**config.mk**
```make
export PLATFORM = sky130hd
export DESIGN_NAME = strand_deserializer_flat
export DESIGN_NICKNAME = d
export VERILOG_FILES = /design/src/rtl/strand_deserializer_if.sv /design/src/rtl/strand_deserializer.sv /design/src/flat_wrapper.sv
export SDC_FILE = /design/constraint.sdc
export NUM_CORES = 1
export LEC_CHECK = 0
export ABC_AREA = 1
export CORE_MARGIN = 5
export CORE_UTILIZATION = 52
export CTS_BUF_LIST = sky130_fd_sc_hd__clkbuf_16
export DETAILED_ROUTE_END_ITERATION = 8
export GPL_TIMING_DRIVEN = 0
export PLACE_DENSITY = 0.79
export SYNTH_ARGS = -nofsm -noshare
export SYNTH_HDL_FRONTEND = slang
export SYNTH_SLANG_ARGS = --single-unit
```
**constraint.sdc**
```tcl
create_clock -name clk -period 2.14 [get_ports clk]
set_input_delay 0.214 -clock clk [delete_from_list [all_inputs] [get_ports clk]]
set_output_delay 0.214 -clock clk [all_outputs]
set_load 0.01 [all_outputs]
```
**src/rtl/strand_deserializer_if.sv**
```systemverilog
// Handshake bundle between the digit-serial link and the word-level datapath.
// The slave side is the deserializer; the master side drives digits and consumes words.
interface strand_deserializer_if #(
  parameter int N     = 4,
  parameter int CNT_W = 16
);
  logic [1:0]       digit_in;
  logic             digit_valid;
  logic             digit_sof;
  logic             digit_ready;
  logic [2*N-1:0]   word_out;
  logic             word_valid;
  logic             word_ready;
  logic             frame_err;
  logic [CNT_W-1:0] word_count;

  modport master (
    output digit_in, digit_valid, digit_sof, word_ready,
    input  digit_ready, word_out, word_valid, frame_err, word_count
  );

  modport slave (
    input  digit_in, digit_valid, digit_sof, word_ready,
    output digit_ready, word_out, word_valid, frame_err, word_count
  );
endinterface

```
**src/rtl/strand_deserializer.sv**
```systemverilog
// Receive end of the strand link: de-complements 2-bit digits and packs N of them
// into a word, with one-deep output buffering and sof-based frame resync.
module strand_deserializer #(
  parameter int N       = 4,
  parameter int REVERSE = 0,
  parameter int CNT_W   = 16
) (
  input logic                  clk,
  input logic                  rst_n,
  strand_deserializer_if.slave link
);

  localparam int              CW   = $clog2(N);
  localparam logic [CW-1:0]   LAST = CW'(N - 1);

  logic [CW-1:0]    r_cnt;
  logic [2*N-1:0]   r_acc;
  logic [2*N-1:0]   r_word;
  logic             r_word_valid;
  logic             r_frame_err;
  logic [CNT_W-1:0] r_word_count;

  logic             w_ready;
  logic             w_accept;
  logic             w_restart;
  logic             w_complete;
  logic             w_consume;
  logic [1:0]       w_digit;
  logic [CW-1:0]    w_idx;
  logic [CW-1:0]    w_slot;
  logic [2*N-1:0]   w_merged;

  // Only the digit that would complete a word must wait for the output slot to free up.
  assign w_ready    = !((r_cnt == LAST) && r_word_valid && !link.word_ready);
  assign w_accept   = link.digit_valid && w_ready;
  assign w_restart  = w_accept && link.digit_sof && (r_cnt != '0);
  assign w_complete = w_accept && !w_restart && (r_cnt == LAST);
  assign w_consume  = r_word_valid && link.word_ready;
  assign w_digit    = {link.digit_in[1], ~link.digit_in[0]};
  assign w_idx      = w_restart ? '0 : r_cnt;

  generate
    if (REVERSE != 0) begin : g_rev
      assign w_slot = LAST - w_idx;
    end else begin : g_fwd
      assign w_slot = w_idx;
    end
  endgenerate

  always_comb begin
    w_merged = r_acc;
    for (int k = 0; k < N; k++) begin
      if (w_slot == CW'(k)) begin
        w_merged[2*k +: 2] = w_digit;
      end
    end
  end

  // A restarting digit lands in slot 0 of a fresh word; completion takes priority over consume.
  always_ff @(posedge clk or negedge rst_n) begin
    if (!rst_n) begin
      r_cnt        <= '0;
      r_acc        <= '0;
      r_word       <= '0;
      r_word_valid <= 1'b0;
      r_frame_err  <= 1'b0;
      r_word_count <= '0;
    end else begin
      r_frame_err <= w_restart;
      if (w_accept) begin
        r_acc <= w_merged;
        if (w_restart) begin
          r_cnt <= CW'(1);
        end else if (w_complete) begin
          r_cnt <= '0;
        end else begin
          r_cnt <= r_cnt + 1'b1;
        end
      end
      if (w_complete) begin
        r_word       <= w_merged;
        r_word_valid <= 1'b1;
        r_word_count <= r_word_count + 1'b1;
      end else if (w_consume) begin
        r_word_valid <= 1'b0;
      end
    end
  end

  assign link.digit_ready = w_ready;
  assign link.word_out    = r_word;
  assign link.word_valid  = r_word_valid;
  assign link.frame_err   = r_frame_err;
  assign link.word_count  = r_word_count;

endmodule
```
**src/flat_wrapper.sv**
```systemverilog
// flat-port wrapper written by rule: the top's interface ports become plain ports
module strand_deserializer_flat 
#(
  parameter int N       = 4,
  parameter int REVERSE = 0,
  parameter int CNT_W   = 16
)
  (clk, rst_n, link_digit_in, link_digit_valid, link_digit_sof, link_word_ready, link_digit_ready, link_word_out, link_word_valid, link_frame_err, link_word_count);
  strand_deserializer_if #(.N(N), .CNT_W(CNT_W)) link_i ();
  input logic clk;
  input logic rst_n;
  input wire logic [$bits(link_i.digit_in)-1:0] link_digit_in;
  input wire logic [$bits(link_i.digit_valid)-1:0] link_digit_valid;
  input wire logic [$bits(link_i.digit_sof)-1:0] link_digit_sof;
  input wire logic [$bits(link_i.word_ready)-1:0] link_word_ready;
  output wire logic [$bits(link_i.digit_ready)-1:0] link_digit_ready;
  output wire logic [$bits(link_i.word_out)-1:0] link_word_out;
  output wire logic [$bits(link_i.word_valid)-1:0] link_word_valid;
  output wire logic [$bits(link_i.frame_err)-1:0] link_frame_err;
  output wire logic [$bits(link_i.word_count)-1:0] link_word_count;
  assign link_i.digit_in = link_digit_in;
  assign link_i.digit_valid = link_digit_valid;
  assign link_i.digit_sof = link_digit_sof;
  assign link_i.word_ready = link_word_ready;
  assign link_digit_ready = link_i.digit_ready;
  assign link_word_out = link_i.word_out;
  assign link_word_valid = link_i.word_valid;
  assign link_frame_err = link_i.frame_err;
  assign link_word_count = link_i.word_count;
  strand_deserializer #(.N(N), .REVERSE(REVERSE), .CNT_W(CNT_W)) u_core (.clk(clk), .rst_n(rst_n), .link(link_i));
endmodule
```
==> flow_summary.json, run 1 <==
{
  "path_clk_slew_ps": 50,
  "p_per_area_nw_per_um2": 1180,
  "cp_top_family": "buffers and inverters",
  "crit_fanout": 4,
  "slowest_delay_ps": 540,
  "postCtsSetupBuffers": 0,
  "maxCapViolCount": 0,
  "max_clock_freq_mhz": 543,
  "routedWlPerCell_um": 12.6,
  "wl_um": 4260,
  "htreeDepth": 2,
  "die_area_um2": 5060,
  "antenna_found_initial": 0,
  "yosysSeqAreaShare_pct": 46.3,
  "layout_commonest_cell": "nand2_1",
  "numCtsBuffers": 5,
  "finClkSkew_ps": 2.86,
  "antenna_left": 0,
  "synth.distinct_cells": 22,
  "reg2reg_to": "u_core.link.word_out[0]$_DFFE_PN0P_",
  "ios": 34,
  "placementRows": 22,
  "final_cell_mix": "nand2_1 (95), dfrtp_1 (36), clkdlybuf4s50_1 (32), inv_1 (25), nand3_1 (25)",
  "fp.coreArea_um2": 3630,
  "wl_met1_um": 1810,
  "maxSlewViolCount": 0,
  "drc": 0,
  "dr.max_layer_used": "met4",
  "relSlewSlack_pct": 47.4,
  "dp_hpwl_um": 3070,
  "wl_met2_um": 2170,
  "grt_usage_pct": 18.3,
  "first_pass_iters": 4,
  "fin_cells": 338,
  "crit_slowest_cell": "clkdlybuf4s50_1",
  "ys_ff_latch": 36,
  "finalSetupViolations": 0,
  "critical_path_buf_inv_count": 1,
  "dr_wl_met3_um": 213,
  "drive_gt1_share_pct": 8.97,
  "finalCritPeriodShare_pct": 86.0,
  "grt-ovfl-total": 0,
  "period_needed_ps": 1840,
  "rsz0062_at_grt": "no",
  "cts_buffer_depth": 2,
  "final-seq-area_um2": 901,
  "synth_area_um2": 1940,
  "ctsHoldBuffers": 0,
  "nFillCells": 312,
  "start_util_pct": 53.5,
  "synth_cells": 249,
  "dp.cells": 330,
  "cp.required_ps": 1930,
  "clkSinkCount": 36,
  "die_y_um": 71.2,
  "avgSynthCellArea_um2": 7.81,
  "antenna_cells": 0,
  "cts_resized": 0,
  "crit_type": "reg -> out",
  "max-vdd-ir-drop_uv": 652,
  "status": "completed",
  "worstSkewPairLatency_ps": 280,
  "yosysWarnings": 0,
  "place_congestion": 0.862,
  "grt_pass1_wl_um": 7410,
  "hold_viol": 0,
  "vias": 1722,
  "path_cells": "ha_1 -> nand3_2 -> clkdlybuf4s50_1",
  "yosys.area.top_type": "dfrtp_1",
  "ys_top_cells_by_area": "dfrtp_1 (46%), nand2_1 (18%), nand3_1 (6.4%), inv_1 (4.8%), nand4_1 (3.5%)",
  "r2r-start": "u_core.r_cnt[1]$_DFFE_PN0N_",
  "syn_to_final_growth_pct": 27.0,
  "power_uw": 2920,
  "leakage_uw": 0.00119,
  "reg2reg_depth": 10,
  "die_w_um": 71.2,
  "tns_ps": 0,
  "grt_max_degree": 37,
  "end_kind": "primary output",
  "start_kind": "flip-flop",
  "drt_iter0_markers": 104,
  "grt_pass1_vias": 1625,
  "cts_tree": "done",
  "cts-root-buf": "clkbuf_16",
  "vias_per_cell": 5.09,
  "multi_input_area_um2": 883,
  "fin_nets": 299,
  "synth_top_area_share_pct": 46.3,
  "crit_arrival_ps": 1630,
  "tightest_slew_ps": 789,
  "rrSetupSlack_ps": 430,
  "synth_fp_nets": 259,
  "hold_class": "in -> async",
  "portBuffers": 33
}
-- metrics by stage --
stage	util [%]	area, µm²	hold WS, ps	setup WS [ps]
floorplan	-	1940	-81.6	656
global placement	64.3	2330	463	43.7
detailed placement	64.1	2330	352	429
CTS	67.9	2470	50.6	295
global route	67.9	2470	90.1	239
finish	67.9	2470	15.6	300
-- Yosys cell counts (all sizes together) --
cell,count
dfrtp,36
nor2,20
clkbuf,1
clkinv,1
ha,3
nand2,97
xor2,5
o21ai,9
nand3,28
xnor2,4
inv,26
buf,5
nand4,12
o211ai,2
-- layout make-up --
type / instances / area share, %
Sequential cell: 36 / 36.5
Buffer: 6 / 2.33
Clock buffer: 5 / 5.07
Clock inverter: 3 / 0.558
Timing Repair Buffer: 33 / 13.2
Tap cell: 48 / 2.43
Inverter: 27 / 4.16
Multi-Input combinational cell: 180 / 35.8
-- worst max-delay path by stage --
| stage | start | endpoint | slack [ps] | cells past startpoint |
|---|---|---|---|---|
| global route | u_core.r_cnt[0]$_DFFE_PN0N_ | link_digit_ready | 240 | 3 |
| finish | u_core.r_cnt[0]$_DFFE_PN0N_ | link_digit_ready | 300 | 3 |
| floorplan | u_core.r_cnt[1]$_DFFE_PN0N_ | u_core.link.word_out[0]$_DFFE_PN0P_ | 660 | 10 |
| detailed placement | u_core.r_cnt[1]$_DFFE_PN0N_ | u_core.link.word_out[0]$_DFFE_PN0P_ | 430 | 10 |
| global placement | rst_n | u_core.r_acc[5]$_DFFE_PN0N_ | 40 | 1 |
| CTS | u_core.r_cnt[0]$_DFFE_PN0N_ | link_digit_ready | 290 | 3 |
-- power breakdown --
part / internal [µW] / leakage (µW) / total [µW] / switching [µW]
logic: 532 / 0.000651 / 1130 / 602
registers: 918 / 0.000464 / 1100 / 183
clock network: 422 / 0.0000710 / 688 / 266
-- metal layers --
metal  vias to the layer above  track usage (%)
met4                         0             4.59
met5                         -                0
met2                        42             31.8
met1                       795             22.6
met3                         6             4.69
li1                        879                -
-- kinds of logic (layout without fill, tap and decap cells) --
| kind of cell | count (synthesis) | count (layout) | share of synthesized area, % |
|---|---|---|---|
| adder cells (fa/ha/maj) | 3 | 3 | 1.93 |
| AND/OR/NAND/NOR | 157 | 157 | 36.4 |
| buffers and inverters | 33 | 74 | 8.24 |
| flip-flops | 36 | 36 | 46.3 |
| XOR/XNOR | 9 | 9 | 4.05 |
| AO/OA/AOI/OAI | 11 | 11 | 3.09 |
-- registers in the layout, summed over array words and instances, names as in the netlist --
name	flops
u_core.link.word_out	8
u_core.link.frame_err	1
u_core.link.word_count	16
u_core.r_acc	8
u_core.r_cnt	2
u_core.link.word_valid	1
-- worst reg2reg max path: stages, from the launching register on --
cell	delay, ps
dfrtp_1	390
buf_6	150
inv_1	120
ha_1	190
inv_1	40
nand2_1	80
nand4_4	200
clkinv_2	160
buf_6	150
nand3_1	100
nand2_1	70
Note: power is estimated with default switching activity, not from simulation.
==> run 2: changes to the inputs <==
SLEW_MARGIN = 20   (was unset)
clock period = 2 ns   (was 2.14 ns; I/O delays follow)
==> flow_summary.json, run 2 (synthesis results as in run 1) <==
{
  "status": "completed",
  "nFillCells": 301,
  "hold_class": "in -> async",
  "p_per_area_nw_per_um2": 1370,
  "numCtsBuffers": 5,
  "fin_nets": 301,
  "dp.cells": 331,
  "cts-root-buf": "clkbuf_16",
  "die_area_um2": 5060,
  "r2r-start": "u_core.r_cnt[1]$_DFFE_PN0N_",
  "swShare_pct": 32.4,
  "worstSkewPairLatency_ps": 280,
  "place_congestion": 0.862,
  "portBuffers": 33,
  "finClkSkew_ps": 5.96,
  "cp.required_ps": 1800,
  "htreeDepth": 2,
  "reg2reg_to": "u_core.link.word_out[6]$_DFFE_PN0P_",
  "fin_hold_ws_ps": 415,
  "grt-ovfl-total": 0,
  "routedWlPerCell_um": 13.0,
  "end_kind": "primary output",
  "grt_max_degree": 21,
  "crit_fanout": 4,
  "p_sw_uw": 1150,
  "first_pass_iters": 4,
  "tightest_slew_ps": 444,
  "start_kind": "flip-flop",
  "vias": 1740,
  "start_util_pct": 53.5,
  "period_needed_ps": 1820,
  "crit_type": "reg -> out",
  "antenna_cells": 0,
  "path_clk_slew_ps": 60,
  "leakage_uw": 0.00124,
  "syn_to_final_growth_pct": 32.8,
  "fin_cells": 340,
  "finalCritPeriodShare_pct": 91.1,
  "grt_usage_pct": 19.5,
  "antenna_left": 0,
  "cts_tree": "done",
  "tns_ps": 0,
  "vias_per_cell": 5.12,
  "cts_buffer_depth": 2,
  "die_y_um": 71.2,
  "final_cell_mix": "nand2_1 (95), dfrtp_1 (36), clkdlybuf4s50_1 (32), inv_1 (25), nand3_1 (25)",
  "fp.coreArea_um2": 3630,
  "ios": 34,
  "reg2reg_depth": 10,
  "maxSlewViolCount": 0,
  "drt_iter0_markers": 107,
  "worst_slack_ps": 178,
  "finalSetupViolations": 0,
  "placementRows": 22,
  "wl_um": 4420,
  "power_frac_seq_pct": 33.3,
  "rsz0062_at_grt": "no",
  "power.share.clock_pct": 32.2,
  "relSlewSlack_pct": 70.4,
  "max-vdd-ir-drop_uv": 728,
  "antenna_found_initial": 0,
  "crit_arrival_ps": 1620,
  "p_int_uw": 2400,
  "clkSinkCount": 36,
  "die_w_um": 71.2,
  "largest_register_ff_count": 16,
  "maxCapViolCount": 0,
  "drc": 0,
  "grt_pass1_vias": 1669,
  "combPwrFrac_pct": 34.6,
  "pre_cts_ws_ps": 291,
  "postCtsSetupBuffers": 0,
  "hold_viol": 0,
  "rrSetupSlack_ps": 280,
  "layout_commonest_cell": "nand2_1",
  "dp_hpwl_um": 3170,
  "drive_gt1_share_pct": 9.59,
  "max_clock_freq_mhz": 549,
  "grt_pass1_wl_um": 7810
}
[run 2: worst max-delay path by stage]
stage,startpoint,endpoint,slack [ps],depth (start not counted)
after floorplan,u_core.r_cnt[1]$_DFFE_PN0N_,u_core.link.word_out[0]$_DFFE_PN0P_,520,10
after global placement,rst_n,u_core.r_acc[5]$_DFFE_PN0N_,-80,1
after detailed placement,u_core.r_cnt[1]$_DFFE_PN0N_,u_core.link.word_out[0]$_DFFE_PN0P_,290,10
after CTS,u_core.r_cnt[0]$_DFFE_PN0N_,link_digit_ready,170,3
after global routing,u_core.r_cnt[0]$_DFFE_PN0N_,link_digit_ready,110,3
final,u_core.r_cnt[0]$_DFFE_PN0N_,link_digit_ready,180,3
[run 2: power by group through the flow]
stage          Combinational [µW]  Clock (µW)  Sequential [µW]
6_report                     1230        1140             1180
5_1_grt                      1380        1200             1220
4_1_cts                      1240        1150             1180
3_5_place_dp                 1220           0             1190
3_3_place_gp                 1190           0             1180
2_1_floorplan                 678           0             1230
[run 2: cell type report]
| type | count | area (µm²) | area share, % |
|---|---|---|---|
| multi-input combinational | 180 | 883 | 34.2 |
| sequential | 36 | 901 | 34.9 |
| clock buffer | 5 | 125 | 4.84 |
| buffer | 6 | 57.6 | 2.23 |
| inverter | 27 | 103 | 3.97 |
| timing repair buffer | 35 | 363 | 14.1 |
| tap | 48 | 60.1 | 2.33 |
| clock inverter | 3 | 90.1 | 3.49 |
[run 2: timing repair]
item | CTS | global route
gates resized for setup | 0 | 0
hold buffers | 1 | 0
endpoints found under the hold margin | 16 | 0
[run 2: worst max-delay path, cell delays in order, from the launching register on]
cell	delay, ps
dfrtp_1	410
ha_1	270
nand3_2	120
clkdlybuf4s50_1	540
[run 2: metrics by stage]
| stage | power [µW] | utilization (%) | cell area, µm² |
|---|---|---|---|
| final | 3550 | 71.1 | 2580 |
| after global routing | 3800 | 71.1 | 2580 |
| after CTS | 3570 | 71.1 | 2580 |
| after detailed placement | 2410 | 64.9 | 2360 |
| after global placement | 2360 | 64.3 | 2330 |
| after floorplan | 1900 | - | 1940 |
[run 2: per-layer routing]
metal / vias up / track usage [%] / wire (µm)
li1: 877 / - / -
met5: - / 0 / 0
met3: 4 / 4.69 / 241
met4: 0 / 6.26 / 38
met1: 805 / 24.2 / 1890
met2: 54 / 33.2 / 2260
